[config.mk]
export PLATFORM = sky130hd
export DESIGN_NAME = dii_packet_mux_flat
export DESIGN_NICKNAME = d
export VERILOG_FILES = /design/src/rtl/dii_packet_mux_pkg.sv /design/src/rtl/dii_channel.sv /design/src/rtl/dii_packet_mux_rr_arbiter2.sv /design/src/rtl/dii_packet_mux.sv /design/src/flat_wrapper.sv
export SDC_FILE = /design/constraint.sdc
export NUM_CORES = 1
export LEC_CHECK = 0
export ABC_AREA = 0
export CORE_MARGIN = 1.5
export CORE_UTILIZATION = 25
export CTS_CLUSTER_SIZE = 16
export DETAILED_ROUTE_END_ITERATION = 8
export SLEW_MARGIN = 0
export SYNTH_ARGS = -nofsm -noshare
export SYNTH_HDL_FRONTEND = slang
export SYNTH_SLANG_ARGS = --single-unit
[constraint.sdc]
create_clock -name clk -period 1.7 [get_ports clk]
set_clock_uncertainty 0.1 [all_clocks]
set_input_delay 0.255 -clock clk [delete_from_list [all_inputs] [get_ports clk]]
set_output_delay 0.255 -clock clk [all_outputs]
set_load 0.05 [all_outputs]
[src/rtl/dii_packet_mux_pkg.sv]
// Shared constants and port encoding for the two-input DII packet mux.
package dii_packet_mux_pkg;

  localparam int DII_WIDTH = 16;

  // A 1-bit port index; also the encoding of owner and last_grant.
  typedef logic port_t;

  localparam port_t PORT0 = 1'b0;
  localparam port_t PORT1 = 1'b1;

  // Round-robin preference: the port that did not win last time.
  function automatic port_t rr_preferred(input port_t last_grant);
    return port_t'(~last_grant);
  endfunction

endpackage

[src/rtl/dii_channel.sv]
// DII flit stream: data plus packet delimiters with valid/ready handshake.
interface dii_channel #(parameter int WIDTH = 16);

  logic [WIDTH-1:0] data;
  logic             first;
  logic             last;
  logic             valid;
  logic             ready;

  modport master (output data, first, last, valid, input ready);
  modport slave  (input data, first, last, valid, output ready);

endinterface

[src/rtl/dii_packet_mux_rr_arbiter2.sv]
// Combinational 2-way round-robin grant; a lone requester always wins.
module dii_rr_arbiter2
  import dii_packet_mux_pkg::*;
(
  input  logic [1:0] req,
  input  port_t      last_grant,
  output port_t      grant,
  output logic       grant_valid
);

  always_comb begin
    grant = rr_preferred(last_grant);
    case (req)
      2'b01:   grant = PORT0;
      2'b10:   grant = PORT1;
      default: grant = rr_preferred(last_grant);
    endcase
    grant_valid = |req;
  end

endmodule

[src/rtl/dii_packet_mux.sv]
// Packet-atomic round-robin merge of two DII streams; one registered stage,
// full throughput, readies drop to 0 while the output register is stalled.
module dii_packet_mux
  import dii_packet_mux_pkg::*;
#(
  parameter int WIDTH = DII_WIDTH
) (
  input  logic       clk,
  input  logic       rst,
  dii_channel.slave  in0,
  dii_channel.slave  in1,
  dii_channel.master out
);

  typedef enum logic {IDLE, PASS} state_t;

  state_t           state;
  port_t            owner;
  port_t            last_grant;
  port_t            arb_grant;
  logic             arb_valid;
  port_t            sel;
  logic             sel_valid;
  logic [WIDTH-1:0] sel_data;
  logic             sel_first;
  logic             sel_last;
  logic             load;

  logic             out_valid_q;
  logic [WIDTH-1:0] out_data_q;
  logic             out_first_q;
  logic             out_last_q;

  dii_rr_arbiter2 u_arb (
    .req         ({in1.valid, in0.valid}),
    .last_grant  (last_grant),
    .grant       (arb_grant),
    .grant_valid (arb_valid)
  );

  // In PASS the owner is fixed, so its ready never looks at its own valid.
  always_comb begin
    sel       = (state == PASS) ? owner : arb_grant;
    sel_valid = arb_valid;
    if (state == PASS) begin
      sel_valid = (owner == PORT1) ? in1.valid : in0.valid;
    end
    sel_data  = (sel == PORT1) ? in1.data  : in0.data;
    sel_first = (sel == PORT1) ? in1.first : in0.first;
    sel_last  = (sel == PORT1) ? in1.last  : in0.last;
  end

  assign load = !out_valid_q || out.ready;

  assign in0.ready = !rst && load && (sel == PORT0);
  assign in1.ready = !rst && load && (sel == PORT1);

  always_ff @(posedge clk or posedge rst) begin
    if (rst) begin
      state       <= IDLE;
      owner       <= PORT0;
      last_grant  <= PORT1;
      out_valid_q <= 1'b0;
      out_data_q  <= '0;
      out_first_q <= 1'b0;
      out_last_q  <= 1'b0;
    end else if (load) begin
      out_valid_q <= sel_valid;
      out_data_q  <= sel_data;
      out_first_q <= sel_first;
      out_last_q  <= sel_last;
      if (sel_valid) begin
        case (state)
          IDLE: begin
            owner      <= sel;
            last_grant <= sel;
            if (!sel_last) state <= PASS;
          end
          PASS: begin
            if (sel_last) state <= IDLE;
          end
          default: state <= IDLE;
        endcase
      end
    end
  end

  assign out.valid = out_valid_q;
  assign out.data  = out_data_q;
  assign out.first = out_first_q;
  assign out.last  = out_last_q;

endmodule

[src/flat_wrapper.sv]
// flat-port wrapper written by rule: the top's interface ports become plain ports
module dii_packet_mux_flat import dii_packet_mux_pkg::*;
#(
  parameter int WIDTH = DII_WIDTH
)
  (clk, rst, in0_data, in0_first, in0_last, in0_valid, in0_ready, in1_data, in1_first, in1_last, in1_valid, in1_ready, out_data, out_first, out_last, out_valid, out_ready);
  dii_channel #(.WIDTH(WIDTH)) in0_i ();
  dii_channel #(.WIDTH(WIDTH)) in1_i ();
  dii_channel #(.WIDTH(WIDTH)) out_i ();
  input  logic clk;
  input  logic rst;
  input wire logic [$bits(in0_i.data)-1:0] in0_data;
  input wire logic [$bits(in0_i.first)-1:0] in0_first;
  input wire logic [$bits(in0_i.last)-1:0] in0_last;
  input wire logic [$bits(in0_i.valid)-1:0] in0_valid;
  output wire logic [$bits(in0_i.ready)-1:0] in0_ready;
  input wire logic [$bits(in1_i.data)-1:0] in1_data;
  input wire logic [$bits(in1_i.first)-1:0] in1_first;
  input wire logic [$bits(in1_i.last)-1:0] in1_last;
  input wire logic [$bits(in1_i.valid)-1:0] in1_valid;
  output wire logic [$bits(in1_i.ready)-1:0] in1_ready;
  output wire logic [$bits(out_i.data)-1:0] out_data;
  output wire logic [$bits(out_i.first)-1:0] out_first;
  output wire logic [$bits(out_i.last)-1:0] out_last;
  output wire logic [$bits(out_i.valid)-1:0] out_valid;
  input wire logic [$bits(out_i.ready)-1:0] out_ready;
  assign in0_i.data = in0_data;
  assign in0_i.first = in0_first;
  assign in0_i.last = in0_last;
  assign in0_i.valid = in0_valid;
  assign in0_ready = in0_i.ready;
  assign in1_i.data = in1_data;
  assign in1_i.first = in1_first;
  assign in1_i.last = in1_last;
  assign in1_i.valid = in1_valid;
  assign in1_ready = in1_i.ready;
  assign out_data = out_i.data;
  assign out_first = out_i.first;
  assign out_last = out_i.last;
  assign out_valid = out_i.valid;
  assign out_i.ready = out_ready;
  dii_packet_mux #(.WIDTH(WIDTH)) u_core (.clk(clk), .rst(rst), .in0(in0_i), .in1(in1_i), .out(out_i));
endmodule
==> impl_metrics.ini <==
[run_status]
status = finished, violations left
violations = setup timing

[cells_and_area]
register_area_um2 = 556
syn_to_final_growth_pct = 76.4
antenna_cells = 0
multi_input_area_um2 = 597
finalNonFillerCells = 232
fillerInstances = 408
utilization_pct = 45.7
nets = 225
drive_gt1_share_pct = 31.7

[clocking]
hold_buffers = 0
cts_buffers = 3
cts_tree = done
clock-sinks = 22
clk_transition_reported_paths_ps = 70
cts.root.buffer_cell = clkbuf_8
insertion_delay_ps = 250
clockBufferDepth = 2
h-tree-depth = 1

[worst_hold_path]
hp-class = in2reg

[placed_design]
place_inst = 223
hpwl_um = 2400
routabilityCongestion = 0.805
io_buffers = 61

[sta]
fin_tns_setup_ps = -73.1
worst_pin_slew_ps = 339
fin_ws_ps = -51.4
min_period_ps = 1750
clock.fmax_mhz = 571
hold_ws_ps = 354
final-setup-viol-count = 2
slew_headroom_pct = 77.4
slew_violations = 0
rsz0062_at_grt = yes
hold_violations = 0
post-route-period-util_pct = 103

[power]
p_clk_share_pct = 8.7
power.leakage_nw = 0.902
fin_total_pwr_mw = 3.76
switchingPower_mw = 1.80
max-vdd-ir-drop_mv = 0.776
power_density_mw_per_mm2 = 1890
internal_power_mw = 1.97
p_comb_share_pct = 65.7
swShare_pct = 47.8
seqPwrFrac_pct = 25.6

[grt]
grt_pass1_wl_um = 5140
grt_usage_pct = 13.0
overflow = 0
antenna_found_initial = 0
grt_max_degree = 23
grt_pass1_vias = 1119

[routing]
drt-wirelength-per-cell_um = 13.0
drcViolationCount = 0
drt_first_pass_iters = 4
vias = 1055
totalWireLength_um = 3010
drt_iter0_drc = 23
vias_per_cell = 4.55
ant_nets = 0

[yosys]
synth_top_area_share_pct = 46.6
seq_area_frac_synth_pct = 48.9
synth_area_leaders = dfrtp_1 (47%), mux2i_1 (16%), o21ai_0 (8.9%), nand2_1 (6.0%), ha_1 (3.3%)
netlist_instances = 108
synth_area_mm2 = 0.00113
yosysWarningCount = 0
ys_ff_latch = 22
synth_top_area_cell = dfrtp_1
syn-num-nets = 152
synth.distinct_cells = 22
postSynthAreaPerCell_um2 = 10.4

[critical_path]
worstSetupEndpointType = output pin
critPathRequiredTime_ps = 1340
cp_max_fo = 3
critical_path_class = reg2out
startpoint_type = flop
crit_arrival_ps = 1400

[floorplanning]
rows = 24
die_area_mm2 = 0.00493
start_util_pct = 25.9
pin_count = 62
die_w_um = 70.2
core_area_mm2 = 0.00435
die_y_um = 70.2

[run]
drv_cap = 0
[cell usage in the layout (no fill, tap or decap), types with 4 or more instances in the layout]
cell type	n
clkdlybuf4s50_1	37
buf_4	28
o21ai_0	20
nand2_1	18
dfrtp_1	18
mux2i_1	17
nand2b_1	4
buf_6	4
[Yosys cell counts (all sizes together)]
master and number:
dfstp 1, nor3 1, ha 3, buf 3
nand2 18, o21bai 1, a22oi 1, nor2b 1
mux2i 18, mux2 3, clkbuf 3, a21oi 1
a2111oi 1, dfrtp 21, inv 5, and2 1
and3 1, o21ai 20, o22ai 1, nand2b 4
[metal layers]
metal  wire length [um]  up-vias  track usage, %
met5                  0        -               0
met4                  8        0            2.56
met3                249        2            3.61
met2               1520       47            24.3
met1               1230      495            14.6
li1                   -      511               -
[power groups by stage]
stage | combinational, mW | sequential [mW] | clock, mW
2_1_floorplan | 0.845 | 1.72 | 0
3_3_place_gp | 2.26 | 0.962 | 0
3_5_place_dp | 2.31 | 0.961 | 0
4_1_cts | 2.43 | 0.964 | 0.348
5_1_grt | 2.62 | 0.996 | 0.372
6_report | 2.47 | 0.964 | 0.328
[logic make-up after synthesis]
group / after synthesis / synth area share (%)
adders and majority gates: 3 / 3.33
muxes: 21 / 19.6
and+or+nand+nor: 26 / 10.3
buffers and inverters: 11 / 4.99
AOI/OAI and AO/OA: 25 / 12.9
DFF: 22 / 48.9
[sequential cells by signal (all words and copies together) (netlist names)]
register and cells:
u_core.last_grant 1, u_core.out.data 16, u_core.out.first 1, u_core.out.last 1
u_core.out.valid 1, u_core.owner 1, u_core.state 1
[worst paths after layout]
check	slack [ps]	from	endpoint	depth (start not counted)
worst min-delay path	350	in0_valid	u_core.state	4
max in group asynchronous	820	rst	u_core.last_grant	3
worst max register to register	30	u_core.last_grant	u_core.out.last	5
worst min register to register	380	u_core.out.data[13]	u_core.out.data[13]	2
worst max-delay path	-50	u_core.state	in1_ready	3
min in group asynchronous	400	rst	u_core.out.data[15]	3
[critical path, cell delays in order (launching register included)]
cell and delay, ps:
dfrtp_2 430, buf_6 130, a2111oi_4 410, buf_12 180
[timing repair]
item	CTS	global route
buffers inserted	5	0
hold endpoints to repair	0	0
pin swaps	5	1
setup endpoints to repair	22	13
cloned	0	0
resized for setup	19	6
[layout make-up]
type / instances / share of cell area (%)
sequential: 22 / 27.9
timing repair buffer: 74 / 35.4
tap: 52 / 3.27
clock buffer: 4 / 2.26
multi-input combinational: 75 / 30.0
inverter: 5 / 1.19
[per-stage QoR]
step                instance area [um^2]  setup slack [ps]
detailed placement                  1850              -606
floorplan                           1190              -201
global route                        1990              -102
global placement                    1850              -498
finish                              1990             -51.4
CTS                                 1970             -81.7
(Power assumes the default switching activity.)
